--- src/rtl/wave_pkg.sv ---
// Shared types and default sizes for the multi-channel waveform sequencer.
package wave_pkg;

  localparam int BIT_LEN_DEF = 823;
  localparam int SEQ_LEN_DEF = 8;

  typedef enum logic [1:0] {
    PAT_SYM0 = 2'd0,
    PAT_SYM1 = 2'd1,
    PAT_QMOD = 2'd2
  } pat_sel_e;

  typedef enum logic {
    IDLE = 1'b0,
    RUN  = 1'b1
  } state_e;

endpackage

--- src/rtl/wave_pat_mem.sv ---
// One-bit-wide pattern store: single write port, combinational read, no reset.
module wave_pat_mem #(
  parameter int BIT_LEN = 823,
  parameter int CNT_W   = $clog2(BIT_LEN)
) (
  input  logic             clk,
  input  logic             we,
  input  logic [CNT_W-1:0] waddr,
  input  logic             wdata,
  input  logic [CNT_W-1:0] raddr,
  output logic             rdata
);

  logic mem [BIT_LEN];

  // Out-of-range addresses are dropped so a non-power-of-two length never aliases.
  always_ff @(posedge clk) begin
    if (we && (int'(waddr) < BIT_LEN)) begin
      mem[waddr] <= wdata;
    end
  end

  assign rdata = mem[raddr];

endmodule

--- src/rtl/wave_seq_gen.sv ---
// Multi-channel waveform sequencer: plays per-channel symbol words through shared
// sym0/sym1 bit patterns with a common QMOD envelope, one-shot or continuous.
module wave_seq_gen
  import wave_pkg::*;
#(
  parameter int BIT_LEN = BIT_LEN_DEF,
  parameter int SEQ_LEN = SEQ_LEN_DEF,
  parameter int NUM_CH  = 1,
  parameter int CNT_W   = $clog2(BIT_LEN)
) (
  input  logic                      clk,
  input  logic                      reset_n,
  input  logic                      start,
  input  logic                      stop,
  input  logic                      loop,
  input  logic [NUM_CH*SEQ_LEN-1:0] seq,
  input  logic                      pat_we,
  input  logic [1:0]                pat_sel,
  input  logic [CNT_W-1:0]          pat_addr,
  input  logic                      pat_data,
  output logic [NUM_CH-1:0]         GDS,
  output logic                      QMOD,
  output logic                      busy,
  output logic                      frame,
  output logic                      done,
  output state_e                    state_dbg
);

  localparam int SYM_W = (SEQ_LEN > 1) ? $clog2(SEQ_LEN) : 1;

  state_e                    state_q, state_d;
  logic [SYM_W-1:0]          sym_q, sym_d;
  logic [CNT_W-1:0]          bit_q, bit_d;
  logic                      loop_q, loop_d;
  logic [NUM_CH*SEQ_LEN-1:0] seq_q, seq_d;
  logic                      pend_q, pend_d;
  logic [NUM_CH-1:0]         gds_d;
  logic                      qmod_d, frame_d, busy_d;

  logic              wr_ok;
  logic              sym0_bit, sym1_bit, qmod_bit;
  logic [NUM_CH-1:0] elem;

  assign wr_ok = pat_we && (state_q == IDLE);

  wave_pat_mem #(.BIT_LEN(BIT_LEN), .CNT_W(CNT_W)) u_sym0 (
    .clk   (clk),
    .we    (wr_ok && (pat_sel == PAT_SYM0)),
    .waddr (pat_addr),
    .wdata (pat_data),
    .raddr (bit_q),
    .rdata (sym0_bit)
  );

  wave_pat_mem #(.BIT_LEN(BIT_LEN), .CNT_W(CNT_W)) u_sym1 (
    .clk   (clk),
    .we    (wr_ok && (pat_sel == PAT_SYM1)),
    .waddr (pat_addr),
    .wdata (pat_data),
    .raddr (bit_q),
    .rdata (sym1_bit)
  );

  wave_pat_mem #(.BIT_LEN(BIT_LEN), .CNT_W(CNT_W)) u_qmod (
    .clk   (clk),
    .we    (wr_ok && (pat_sel == PAT_QMOD)),
    .waddr (pat_addr),
    .wdata (pat_data),
    .raddr (bit_q),
    .rdata (qmod_bit)
  );

  for (genvar c = 0; c < NUM_CH; c++) begin : g_ch
    logic [SEQ_LEN-1:0] ch_seq;
    assign ch_seq  = seq_q[c*SEQ_LEN +: SEQ_LEN];
    assign elem[c] = ch_seq[sym_q] ? sym1_bit : sym0_bit;
  end

  always_comb begin
    state_d = state_q;
    sym_d   = sym_q;
    bit_d   = bit_q;
    loop_d  = loop_q;
    seq_d   = seq_q;
    pend_d  = 1'b0;
    gds_d   = '0;
    qmod_d  = 1'b0;
    frame_d = 1'b0;
    unique case (state_q)
      IDLE: begin
        sym_d = '0;
        bit_d = '0;
        if (start && !stop) begin
          state_d = RUN;
          loop_d  = loop;
          seq_d   = seq;
        end
      end
      RUN: begin
        gds_d   = elem;
        qmod_d  = qmod_bit;
        frame_d = (sym_q == '0) && (bit_q == '0);
        if (stop) begin
          state_d = IDLE;
          sym_d   = '0;
          bit_d   = '0;
        end else if (bit_q == CNT_W'(BIT_LEN - 1)) begin
          bit_d = '0;
          if (sym_q == SYM_W'(SEQ_LEN - 1)) begin
            sym_d = '0;
            // Continuous mode picks up a fresh sequence word at every frame wrap.
            if (loop_q) begin
              seq_d = seq;
            end else begin
              state_d = IDLE;
              pend_d  = 1'b1;
            end
          end else begin
            sym_d = sym_q + 1'b1;
          end
        end else begin
          bit_d = bit_q + 1'b1;
        end
      end
      default: state_d = IDLE;
    endcase
    busy_d = (state_d == RUN);
  end

  always_ff @(posedge clk or negedge reset_n) begin
    if (!reset_n) begin
      state_q <= IDLE;
      sym_q   <= '0;
      bit_q   <= '0;
      loop_q  <= 1'b0;
      seq_q   <= '0;
      pend_q  <= 1'b0;
      GDS     <= '0;
      QMOD    <= 1'b0;
      busy    <= 1'b0;
      frame   <= 1'b0;
      done    <= 1'b0;
    end else begin
      state_q <= state_d;
      sym_q   <= sym_d;
      bit_q   <= bit_d;
      loop_q  <= loop_d;
      seq_q   <= seq_d;
      pend_q  <= pend_d;
      GDS     <= gds_d;
      QMOD    <= qmod_d;
      busy    <= busy_d;
      frame   <= frame_d;
      done    <= pend_q;
    end
  end

  assign state_dbg = state_q;

endmodule

--- config.mk ---
export PLATFORM = sky130hd
export DESIGN_NAME = wave_seq_gen
export DESIGN_NICKNAME = d
export VERILOG_FILES = /design/src/rtl/wave_pkg.sv /design/src/rtl/wave_pat_mem.sv /design/src/rtl/wave_seq_gen.sv
export SDC_FILE = /design/constraint.sdc
export NUM_CORES = 2
export LEC_CHECK = 0
export CAP_MARGIN = 10
export CORE_MARGIN = 3
export CORE_UTILIZATION = 30
export CTS_CLUSTER_SIZE = 25
export DETAILED_ROUTE_END_ITERATION = 8
export PLACE_DENSITY = 0.45
export SETUP_SLACK_MARGIN = 0.4
export SYNTH_ARGS = -nofsm -noshare
export SYNTH_HDL_FRONTEND = slang
export SYNTH_SLANG_ARGS = --single-unit
--- constraint.sdc ---
create_clock -name clk -period 3.65 [get_ports clk]
set_clock_uncertainty 0.15 [all_clocks]
set_input_delay 0.5475 -clock clk [delete_from_list [all_inputs] [get_ports clk]]
set_output_delay 0.5475 -clock clk [all_outputs]
set_load 0.01 [all_outputs]
==> impl_results.md <==
- Final Max Tran Viols: 0
- Finished Core Util: 36.0%
- # rows: 223
- DR vias: 72,600
- Final Hold Viols: 0
- Slowest-stage cell, CP: dfrtp_4
- Leakage power: 38.5 nW
- Critical path type: register to register
- ANT nets after route: 0
- Max VDD drop: 0.332 mV
- Crit. End Element: register
- Cell total after placement: 12,200
- Buffers on Ports: 32
- Final setup vio count: 1
- Hold crit path type: primary input to register
- Crit path max fanout: 14
- Die Wd: 616 um
- Power per cell area: 475 nW/um^2
- Post-DP HPWL: 224 mm
- Final nets: 7,649
- CTS tree: built
- Outcome: finished with violations
- Flop-to-flop setup slack: -0.01 ns
- Initial antenna violation count: 17
- Fin crit period: 3.66 ns
- Clk sink count: 2,497
- Sequential share of the synthesized area: 67.1%
- Distinct cells, synth: 77
- Unrepaired setup endpoints after global routing: true
- Initial DRC Count: 8,779
- Top FF cell, synth: edfxtp_1
- RePlAce Congestion: 0.792
- Vias in the first global route: 72,400
- Worst Path Arrival: 4.31 ns
- Min-Delay Endpoint: loop_q
- Worst path cell trace: buf_12 -> and2_1 -> nand2_1 -> buf_4 -> o221ai_1 -> nor3_2 -> or4b_4 -> a31oi_1
- Worst-path clk slew: 0.06 ns
- Clk root buf: clkbuf_16
- Layout Cells excl Fill: 12,800
- Required @ worst endpoint: 4.30 ns
- Final WL: 406 mm
- Max-cap violations: 0
- TritonCTS buffer count: 290
- Yosys warnings: 0
- Yosys reg bits: 2,497
- Area Growth Syn to Fin: 19.3%
- Cell area after layout: 133,000 um^2
- Number of flops mapped to enable cells by yosys: 2,469
- Hold Startpoint: loop
- Worst slew pin tran: 1.05 ns
- GRT Overall Usage: 20.8%
- H-tree levels: 5
- Die span in y: 616 um
- Starting density of the core: 30.2%
- Pre-CTS setup slack: -1.23 ns
- Final WS setup: -0.0120 ns
- Hold slack: 0.123 ns
- Crit share post-route: 100%
- First-pass GRT wire length: 571 mm
- Overflow left after global routing: 0
- Failing checks: setup timing
- Insertion delay to the later sink of the worst-skew pair: 0.90 ns
- Drt via density: 5.67
- Fmax: 273 MHz
- Core Area: 370,000 um^2
- Syn Std Cell Area: 112,000 um^2
- Worst setup path startpoint: bit_q[4]
- Post-Syn Nets: 7,588
- Mean post-synth cell area: 14.8 um^2
- R2R depth: 8
- Post-Place Cell Area: 122,000 um^2
- Layout cells sized above 1: 24.8%
- Crit path launch type: register
- Final routed DRC violation total: 0
- Rel. slew slack: 30.1%
- FF-to-FF Start: bit_q[4]
- Slowest stage delay, CP: 0.68 ns
- # IOs: 33
- Hold Path Cell Cnt: 2
- First-pass iteration count of the detailed router: 5
- Largest net degree at the start of global routing: 214
- Drt wl/cell: 31.7 um
- Die area: 379,000 um^2
- Cells after Synth: 7,555
- Reg2reg end: GDS
- Async SR Flop Fraction: 1.12%
- Clock buffer depth: 4
[final cells by class]
class | count | area, um^2
fill | 35100 | 237000
sequential | 2497 | 74900
multi-input combinational | 4011 | 33300
timing repair buffer | 805 | 9660
clock buffer | 363 | 7730
tap | 4950 | 6190
clock inverter | 151 | 1320
inverter | 11 | 51.3
antenna | 9 | 22.5
[report_power, final]
group          total (W)  switching (W)  internal (W)
Combinational    0.00318        0.00203       0.00115
Sequential        0.0315      0.0000229        0.0315
Clock             0.0285         0.0121        0.0164
Total             0.0632         0.0141        0.0491
[logic make-up (layout without fill, tap and decap cells)]
kind of cell	Yosys count	in the layout	synth area share, %
and+or+nand+nor	2859	2859	12.7
DFF	2497	2497	67.1
buffers and inverters	1047	1330	4.03
muxes	771	771	13.6
AOI/OAI and AO/OA	367	367	2.38
xor gates and xnor gates	8	8	0.0628
adders and majority gates	6	6	0.0673
other	0	9	0
[Yosys cell counts (all sizes together), types with 5 or more instances]
master   instances  area, um^2
nand4            8        50.1
edfxtp        2469       74100
inv             10        37.5
ha               6        75.1
a22oi           71         533
a31oi           16         100
nor2            58         218
o32ai            8        70.1
or3              7        43.8
a21o             5        37.5
a211oi          20         150
nand2b          12        75.1
nor2b           22         138
nor4             7        43.8
a311oi           5        43.8
a2111oi          7        61.3
mux4           598       13500
nor3          2503       12500
nor3b            7        52.6
buf            183        1250
o21ai           33         165
a22o            18         158
mux2i          150        1500
o211ai          14         105
clkbuf         853        3200
a221oi          33         289
nand2          175         657
dfrtp           28         701
a21oi           60         300
mux2            23         259
xnor2            8        70.1
and2             9        56.3
o221ai           7        61.3
nand3           19        95.1
and3             6        37.5
o22ai           26         163
[registers in the layout (all words and copies together), names as in the netlist, 3 cells and up]
register / cells
u_qmod.mem: 823
u_sym0.mem: 823
u_sym1.mem: 823
bit_q: 10
g_ch.ch_seq: 8
sym_q: 3
[metrics by stage]
step	total power (W)	setup TNS, ns
CTS	0.0637	0
global route	0.0650	-0.0178
finish	0.0632	-0.0120
detailed placement	0.0351	-1.76
floorplan	0.0336	0
global placement	0.0351	-1.71
[critical path: cells and delay by family (launching register included)]
family / cells / cell delay (ns)
AND/OR/NAND/NOR: 4 / 1.55
AO/OA/AOI/OAI: 2 / 0.64
buffers and inverters: 2 / 0.54
flip-flops: 1 / 0.68
[worst max-delay path by stage]
| stage | end | slack [ns] |
|---|---|---|
| 2_1_floorplan | g_ch[0].ch_seq[0] | 0.57 |
| 3_3_place_gp | QMOD | -1.17 |
| 3_5_place_dp | QMOD | -1.23 |
| 4_1_cts | QMOD | 0.05 |
| 5_1_grt | GDS | -0.01 |
| 6_report | GDS | -0.01 |
[cell usage in the layout, fill, tap and decap left out, types with 63 or more instances in the layout]
cell type and n:
clkbuf_1 63, edfxtp_1 2469, clkinv_1 74, buf_4 501, mux4_2 598, nand2_1 114, mux2i_1 142, clkbuf_16 303
buf_12 214, nor3_1 2500
[what timing repair did]
action	4_1_cts	5_1_grt
pin swaps	15	15
setup buffers	51	16
cloned	13	4
endpoints found under the hold margin	74	0
gates resized for setup	115	48
hold buffers	2	0
endpoints found under the setup margin	10	5
[metal layers]
layer / vias to the layer above / global-route usage (%) / share of wire, %
li1: 30200 / - / -
met1: 38900 / 29.0 / 42
met2: 2888 / 33.9 / 48
met3: 586 / 2.88 / 6.8
met4: 4 / 5.97 / 3.1
met5: - / 0 / 0.0076
No activity file was read; power rests on OpenSTA's default activity.
